**config.mk**
```make
export PLATFORM = sky130hd
export DESIGN_NAME = btn_event_decoder
export DESIGN_NICKNAME = d
export VERILOG_FILES = /design/src/rtl/btn_evt_pkg.sv /design/src/rtl/btn_edge_det.sv /design/src/rtl/btn_event_decoder.sv
export SDC_FILE = /design/constraint.sdc
export NUM_CORES = 1
export LEC_CHECK = 0
export CAP_MARGIN = 20
export CORE_MARGIN = 1.5
export CORE_UTILIZATION = 40
export CTS_BUF_LIST = sky130_fd_sc_hd__clkbuf_2 sky130_fd_sc_hd__clkbuf_4 sky130_fd_sc_hd__clkbuf_8
export CTS_CLUSTER_DIAMETER = 50
export DETAILED_ROUTE_END_ITERATION = 8
export SETUP_SLACK_MARGIN = 0.05
export SLEW_MARGIN = 20
export SYNTH_ARGS = -nofsm -noshare
export SYNTH_HDL_FRONTEND = slang
export SYNTH_SLANG_ARGS = --single-unit
```
**constraint.sdc**
```tcl
create_clock -name clk -period 2.9 [get_ports clk]
set_clock_uncertainty 0.15 [all_clocks]
set_input_delay 0.58 -clock clk [delete_from_list [all_inputs] [get_ports clk]]
set_output_delay 0.58 -clock clk [all_outputs]
set_load 0.02 [all_outputs]
```
**src/rtl/btn_evt_pkg.sv**
```systemverilog
// Shared types and defaults for the button event decoder.
// Latency: n/a (types, constants and a helper function only).
// Backpressure: n/a.
package btn_evt_pkg;

  localparam int CNT_W = 32;

  localparam logic [CNT_W-1:0] DEF_LONG_CYCLES   = 32'd25_000_000;
  localparam logic [CNT_W-1:0] DEF_REPEAT_CYCLES = 32'd5_000_000;
  localparam logic [CNT_W-1:0] DEF_DCLICK_CYCLES = 32'd12_500_000;

  typedef enum logic [2:0] {
    S_IDLE  = 3'd0,
    S_HELD  = 3'd1,
    S_LONG  = 3'd2,
    S_ARMED = 3'd3,
    S_HELD2 = 3'd4
  } state_t;

  // Increment that sticks at all-ones instead of wrapping to zero.
  function automatic logic [CNT_W-1:0] sat_inc(input logic [CNT_W-1:0] v);
    return (v == {CNT_W{1'b1}}) ? v : v + 1'b1;
  endfunction

endpackage

```
**src/rtl/btn_edge_det.sv**
```systemverilog
// Registers the previous button level and derives rise/fall strobes.
// Latency: level is btn delayed one cycle; rise/fall are combinational against it.
// Backpressure: none; a new sample is taken every cycle.
module btn_edge_det (
  input  logic clk,
  input  logic rst_n,
  input  logic btn,
  output logic level,
  output logic rise,
  output logic fall
);

  // Previous-cycle sample of the button; zero after reset so a held button
  // produces a rise on the first edge after reset release.
  always_ff @(posedge clk or negedge rst_n) begin
    if (!rst_n) level <= 1'b0;
    else        level <= btn;
  end

  assign rise = btn & ~level;
  assign fall = ~btn & level;

endmodule

```
**src/rtl/btn_event_decoder.sv**
```systemverilog
// Turns a debounced button level into press/release/long/repeat/double-click pulses.
// Latency: every output is registered, one cycle after the deciding clock edge.
// Backpressure: none; pulses are single-cycle and cannot be stalled.
module btn_event_decoder
  import btn_evt_pkg::*;
#(
  parameter logic [CNT_W-1:0] LONG_CYCLES   = DEF_LONG_CYCLES,
  parameter logic [CNT_W-1:0] REPEAT_CYCLES = DEF_REPEAT_CYCLES,
  parameter logic [CNT_W-1:0] DCLICK_CYCLES = DEF_DCLICK_CYCLES
) (
  input  logic clk,
  input  logic rst_n,
  input  logic btn,
  output logic held,
  output logic press,
  output logic release_pulse,
  output logic long_press,
  output logic repeat_pulse,
  output logic double_click
);

  logic             rise;
  logic             fall;
  state_t           state, state_nxt;
  logic [CNT_W-1:0] cnt, cnt_nxt;
  logic             long_nxt, rep_nxt, dclick_nxt;

  btn_edge_det u_edge (
    .clk   (clk),
    .rst_n (rst_n),
    .btn   (btn),
    .level (held),
    .rise  (rise),
    .fall  (fall)
  );

  // Next-state and pulse decode. cnt counts edges spent in the current state
  // (value k-1 at the k-th edge after entry), so thresholds compare to X-1.
  always_comb begin
    state_nxt  = state;
    cnt_nxt    = sat_inc(cnt);
    long_nxt   = 1'b0;
    rep_nxt    = 1'b0;
    dclick_nxt = 1'b0;
    case (state)
      S_IDLE: begin
        cnt_nxt = '0;
        if (rise) state_nxt = S_HELD;
      end
      S_HELD, S_HELD2: begin
        // A fall on the threshold edge wins over the long-press.
        if (fall) begin
          state_nxt = (state == S_HELD) ? S_ARMED : S_IDLE;
        end else if (cnt == LONG_CYCLES - 1'b1) begin
          state_nxt = S_LONG;
          long_nxt  = 1'b1;
        end
      end
      S_LONG: begin
        // Long presses never arm a double click, so release goes to IDLE.
        if (fall) begin
          state_nxt = S_IDLE;
        end else if (cnt == REPEAT_CYCLES - 1'b1) begin
          rep_nxt = 1'b1;
          cnt_nxt = '0;
        end
      end
      S_ARMED: begin
        // The rise is tested before the timeout so a rise on the last
        // allowed edge still counts as a double click.
        if (rise) begin
          state_nxt  = S_HELD2;
          dclick_nxt = 1'b1;
        end else if (cnt == DCLICK_CYCLES - 1'b1) begin
          state_nxt = S_IDLE;
        end
      end
      default: state_nxt = S_IDLE;
    endcase
    if (state_nxt != state) cnt_nxt = '0;
  end

  // State, counter and registered pulse outputs.
  always_ff @(posedge clk or negedge rst_n) begin
    if (!rst_n) begin
      state         <= S_IDLE;
      cnt           <= '0;
      press         <= 1'b0;
      release_pulse <= 1'b0;
      long_press    <= 1'b0;
      repeat_pulse  <= 1'b0;
      double_click  <= 1'b0;
    end else begin
      state         <= state_nxt;
      cnt           <= cnt_nxt;
      press         <= rise;
      release_pulse <= fall;
      long_press    <= long_nxt;
      repeat_pulse  <= rep_nxt;
      double_click  <= dclick_nxt;
    end
  end

endmodule

```
==> results of run 1 <==
==> flip-flops by register name, indices dropped and copies added (netlist names) <==
signal and flops:
cnt 32, double_click 1, long_press 1, press 1
release_pulse 1, repeat_pulse 1, state 3, u_edge.level 1
==> per-layer routing <==
layer | routed length, µm | track usage | up-vias
met2 | 2030 | 0.247 | 31
met4 | 73 | 0.0696 | 0
li1 | - | - | 894
met1 | 2430 | 0.249 | 857
met3 | 153 | 0.0345 | 8
met5 | 0 | 0 | -
==> worst paths after layout <==
path | from | endpoint | slack [ns] | cells after the start
max reg2reg | cnt[21] | cnt[12] | 0.48 | 7
min in group clk | cnt[1] | cnt[1] | 0.41 | 2
max in group asynchronous | rst_n | cnt[21] | 1.81 | 1
min | rst_n | long_press | 0.24 | 1
max | cnt[21] | cnt[12] | 0.48 | 7
min reg2reg | cnt[1] | cnt[1] | 0.41 | 2
==> placed cells by master (no fill, tap or decap), types with 6 or more instances in the layout <==
master / instances
buf_4: 6
nor4_1: 6
nor3_1: 12
nand2_1: 22
xnor2_1: 19
dfrtp_1: 41
nor2_1: 45
clkdlybuf4s50_1: 7
xor2_1: 12
nand3_1: 14
nand4_1: 12
==> stage by stage <==
| step | setup slack, ns | util | cells | hold WS [ns] |
|---|---|---|---|---|
| finish | 0.482 | 0.461 | 334 | 0.239 |
| detailed placement | 0.295 | 0.446 | 326 | 0.387 |
| CTS | 0.487 | 0.461 | 334 | 0.285 |
| floorplan | 0.666 | - | 248 | 0.134 |
| global route | 0.256 | 0.461 | 334 | 0.332 |
| global placement | 0.347 | 0.446 | 326 | 0.377 |
==> logic make-up (layout without fill, tap and decap cells) <==
logic type               count (synthesis)  in the layout
AND/OR/NAND/NOR                        145            145
flip-flops                              41             41
XOR/XNOR                                31             31
AO/OA/AOI/OAI                           17             17
buffers and inverters                   12             26
adder cells (fa/ha/maj)                  1              1
multiplexers                             1              1
==> cell type report <==
cell class | instances | area share
Multi-Input combinational cell | 195 | 0.467
Sequential cell | 41 | 0.404
Timing Repair Buffer | 15 | 0.0551
Tap cell | 72 | 0.0355
Clock buffer | 6 | 0.0300
Inverter | 3 | 0.00443
Clock inverter | 2 | 0.00394
==> power by group <==
| group | internal [mW] | leakage, nW | switching (mW) | total, mW |
|---|---|---|---|---|
| clock network | 0.176 | 0.0484 | 0.200 | 0.376 |
| registers | 0.605 | 0.563 | 0.0546 | 0.660 |
| logic | 0.135 | 0.406 | 0.210 | 0.345 |
| total | 0.916 | 1.02 | 0.464 | 1.38 |
==> results.sh, run 1 <==
export IMPL_cts_setup_buffers=0
export IMPL_grt_max_degree=42
export IMPL_yosys_warnings=0
export IMPL_fp_dieW_um=78.7
export IMPL_ant_nets=0
export IMPL_yosys_most_used_dff="dfrtp_1"
export IMPL_worstHoldPathType="in -> async"
export IMPL_drc_errors=0
export IMPL_path_cells="nand2_1 > or4_1 > or3_1 > o21ba_1 > o21ai_4 > buf_12 > nor2_1"
export IMPL_post_route_period_util=0.834
export IMPL_cts_hold_buf=0
export IMPL_num_vias=1790
export IMPL_cp_slowest_stage_delay_ns=0.48
export IMPL_nNetsFinal=265
export IMPL_total_leakage_power_nw=1.02
export IMPL_synth_xor_xnor_area_share=0.118
export IMPL_max_freq_ghz=0.414
export IMPL_tightest_slew_ns=0.867
export IMPL_muxShareOfSynthArea=0.00436
export IMPL_worstSetupEndpointType="flip-flop"
export IMPL_gp_congestion=0.854
export IMPL_finalSetupTns_ns=0
export IMPL_cp_required_ns=2.93
export IMPL_drtPass1Iterations=4
export IMPL_slowest_stage="dfrtp_1"
export IMPL_routed_wl_mm=4.68
export IMPL_clk_latency_ns=0.30
export IMPL_cts_clk_slew_worst_paths_ns=0.08
export IMPL_hold_viol=0
export IMPL_gr_total_overflow=0
export IMPL_synth_top_area_frac=0.447
export IMPL_core_area_mm2=0.00551
export IMPL_initial_utilization=0.416
export IMPL_chipHeight_um=78.7
export IMPL_cap_viol_max_count=0
export IMPL_crit_arrival_ns=2.45
export IMPL_stdcell_area_mm2=0.00254
export IMPL_htreeDepth=2
export IMPL_ir_drop_mv=0.327
export IMPL_grt_pass1_vias=1728
export IMPL_avgRoutedWirePerCell_um=14.0
export IMPL_synth_top_family_by_area="simple AND/OR/NAND/NOR gates"
export IMPL_ys_seq_area_frac=0.447
export IMPL_syn_nets=252
export IMPL_synth_compound_area_frac=0.0507
export IMPL_n_antenna_cell=0
export IMPL_finalSetupViolations=0
export IMPL_ys_types=46
export IMPL_synth_fa_ha_area_frac=0.00546
export IMPL_min_period_ns=2.42
export IMPL_cts_root_buf="clkbuf_8"
export IMPL_netlist_area_mm2=0.00229
export IMPL_synth_common_cells="nor2_1, dfrtp_1, nand2_1, xnor2_1, nand3_1"
export IMPL_port_buffers=8
export IMPL_power_density_mw_per_mm2=543
export IMPL_rsz0062_at_grt="false"
export IMPL_drtIter0Drc=76
export IMPL_synth_edff_count=0
export IMPL_crit_family="simple AND/OR/NAND/NOR gates"
export IMPL_pin_count=9
export IMPL_crit_path_start_kind="flip-flop"
export IMPL_cts_repair_resized=0
export IMPL_syn_inst=248
export IMPL_area_delta_synth_final_pct=10.8
export IMPL_cts_tree="yes"
export IMPL_fillers=536
export IMPL_cp_max_fo=32
export IMPL_async_reset_ff_frac=1.00
export IMPL_num_rows=27
export IMPL_cts_path_max_buffers=2
export IMPL_drive_gt1_frac=0.0992
export IMPL_synth_area_per_cell_um2=9.25
export IMPL_clock_sinks=41
export IMPL_synth_most_common_cell="nor2_1"
export IMPL_crit_buf_inv=1
export IMPL_seqCellArea_mm2=0.00103
export IMPL_synth_simple_gate_area_share=0.339
export IMPL_finalMaxSlewViolations=0
export IMPL_grt_usage=0.171
export IMPL_grt_pass1_wl_mm=8.30
export IMPL_synth_seq_cells=41
export IMPL_synth_top_cells_by_area="dfrtp_1, nor2_1, xnor2_1, xor2_1, nand2_1"
export IMPL_antenna_found_initial=0
export IMPL_cts_made_buffers=5
export IMPL_place_hpwl_mm=3.30
export IMPL_synth_area_leader_cell="dfrtp_1"
export IMPL_relSlewSlack=0.422
export IMPL_placed_area_mm2=0.00245
export IMPL_multiInputGateArea_mm2=0.00119
export IMPL_worstSetupPathType="reg -> reg"
export IMPL_status="completed"
export IMPL_viasPerCell=5.36
export IMPL_power_mw=1.38
export IMPL_die_area_mm2=0.00620
Power figures use the tool's default switching activity.
==> inputs of run 2 (changes only) <==
- clock period: 2.9 -> 2.03 ns (I/O delays scaled with it)
==> run 2 against run 1 <==
- the run now ends with setup timing left
- sequential power increased by 39%
- largest power group is now combinational cells
- critical path depth unchanged
- clock power increased by 87%
- first-iteration DRC count increased by 16%
- largest cell class unchanged
- non-clock buffer count increased by 67
- cell area increased by 27%
- worst setup slack got worse by 0.68 ns
==> results.sh, run 2 (synthesized netlist as in run 1, its figures left out) <==
export IMPL_ir_drop_mv=0.612
export IMPL_final_core_util=0.587
export IMPL_area_delta_synth_final_pct=41.0
export IMPL_gr_total_overflow=0
export IMPL_cp_max_fo=8
export IMPL_power_mw=2.55
export IMPL_post_route_period_util=1.10
export IMPL_worstHoldPathType="reg -> reg"
export IMPL_hold_path_cell_count=2
export IMPL_pin_count=9
export IMPL_drtPass1Iterations=4
export IMPL_stdcell_area_mm2=0.00323
export IMPL_chipHeight_um=78.7
export IMPL_port_buffers=8
export IMPL_initial_utilization=0.416
export IMPL_intPower_mw=1.76
export IMPL_status="finished with violations"
export IMPL_cts_root_buf="clkbuf_8"
export IMPL_nNetsFinal=332
export IMPL_largest_register="cnt"
export IMPL_layout_setup_ws_ns=-0.202
export IMPL_final_cells=401
export IMPL_worstSetupEndpointType="flip-flop"
export IMPL_relSlewSlack=0.684
export IMPL_max_freq_ghz=0.448
export IMPL_power_switching_share=0.310
export IMPL_post_place_cells=386
export IMPL_drtIter0Drc=88
export IMPL_viasPerCell=5.14
export IMPL_final_common_cell="buf_4"
export IMPL_grt_max_degree=23
export IMPL_reg2reg_depth=7
export IMPL_cts_tree="yes"
export IMPL_reg_top3="cnt (32), state (3)"
export IMPL_crit_path_start_kind="flip-flop"
export IMPL_gp_congestion=0.898
export IMPL_largest_reg_flops=32
export IMPL_htreeDepth=2
export IMPL_finalSetupViolations=36
export IMPL_p_clk_frac=0.276
export IMPL_core_area_mm2=0.00551
export IMPL_tightest_slew_ns=0.474
export IMPL_layout_common_cells="buf_4, dfrtp_1, nor2_1"
export IMPL_min_period_ns=2.23
export IMPL_clk_latency_ns=0.30
export IMPL_place_hpwl_mm=4.04
export IMPL_violations="setup timing"
export IMPL_rsz0062_at_grt="true"
export IMPL_total_leakage_power_nw=1.41
export IMPL_cp_required_ns=2.07
export IMPL_hold_viol=0
export IMPL_grt_pass1_vias=2101
export IMPL_num_vias=2063
export IMPL_power_share_sequential=0.360
export IMPL_ant_nets=0
export IMPL_avgRoutedWirePerCell_um=14.0
export IMPL_n_antenna_cell=0
export IMPL_power_density_mw_per_mm2=788
export IMPL_drc_errors=0
export IMPL_worstSetupPathType="reg -> reg"
export IMPL_grt_pass1_wl_mm=9.92
export IMPL_clock_sinks=41
export IMPL_cts_path_max_buffers=2
export IMPL_power_switching_uw=790
export IMPL_fp_dieW_um=78.7
export IMPL_num_rows=27
export IMPL_drive_gt1_frac=0.343
export IMPL_cts_made_buffers=5
export IMPL_placed_area_mm2=0.00295
export IMPL_cap_viol_max_count=0
export IMPL_cts_clk_slew_worst_paths_ns=0.08
export IMPL_antenna_found_initial=0
export IMPL_preCtsSetupSlack_ns=-0.240
export IMPL_routed_wl_mm=5.60
export IMPL_grt_usage=0.206
export IMPL_crit_arrival_ns=2.27
export IMPL_die_area_mm2=0.00620
export IMPL_finalMaxSlewViolations=0
export IMPL_combPwrFrac=0.364
run 2: cell count changes in the layout (fill, tap and decap cells not counted), sizes merged:
cell	change
dlygate4sd3	+1
clkinv	-2
buf	+66
clkbuf	+1
bufinv	+1
run 2: path summary, 6_finish.rpt:
check                              from  endpoint  slack, ns
worst max-delay path             cnt[8]   cnt[20]      -0.20
worst min-delay path            cnt[19]   cnt[19]       0.39
worst max register to register   cnt[8]   cnt[20]      -0.20
worst min register to register  cnt[19]   cnt[19]       0.39
max in group asynchronous         rst_n   cnt[21]       0.81
min in group asynchronous         rst_n  state[1]       0.43
run 2: cell type report:
type                            instances  area (µm²)
Fill cell                             452        2270
Multi-Input combinational cell        195        1280
Sequential cell                        41        1030
Timing Repair Buffer                   82         702
Clock buffer                            7        90.1
Tap cell                               72        90.1
Clock inverter                          1        30.0
Inverter                                3        11.3
run 2: repair_timing:
| action | 4_1_cts | 5_1_grt |
|---|---|---|
| pin swaps | 6 | 4 |
| resized for setup | 9 | 14 |
| gates cloned | 1 | 0 |
| hold buffers | 1 | 0 |
| setup endpoints to repair | 36 | 36 |
| endpoints found under the hold margin | 19 | 0 |
| setup buffers | 5 | 0 |
run 2: worst max-delay path, cell delays in order, from the launching register on:
cell and delay [ns]:
dfrtp_1 0.40, or4_4 0.55, or3_4 0.35, o21ba_4 0.21
o21ai_4 0.14, buf_6 0.15, buf_12 0.12, nor2_1 0.04
run 2: layer usage:
layer,up-vias,track usage,part of all wire
met3,10,0.0310,0.044
met5,-,0,0
met4,0,0.0786,0.019
li1,1030,-,-
met1,983,0.278,0.47
met2,40,0.334,0.47
run 2: power by group through the flow:
| stage | sequential, mW | clock (mW) | combinational (mW) |
|---|---|---|---|
| 2_1_floorplan | 0.910 | 0 | 0.469 |
| 3_3_place_gp | 0.931 | 0 | 0.679 |
| 3_5_place_dp | 0.931 | 0 | 0.694 |
| 4_1_cts | 0.915 | 0.718 | 0.880 |
| 5_1_grt | 0.924 | 0.750 | 1.01 |
| 6_report | 0.917 | 0.704 | 0.928 |
run 2: per-stage QoR:
stage	hold slack, ns	setup TNS (ns)
6_report	0.394	-6.26
5_1_grt	0.438	-8.94
4_1_cts	0.398	-5.90
3_5_place_dp	0.238	-7.72
3_3_place_gp	0.234	-7.43
2_1_floorplan	-0.0396	-3.74
==> inputs of run 3 (changes only) <==
- CAP_MARGIN: 20 -> 15
==> results of run 3 <==
The final DEF is identical to that of run 2; final timing and power are the same.
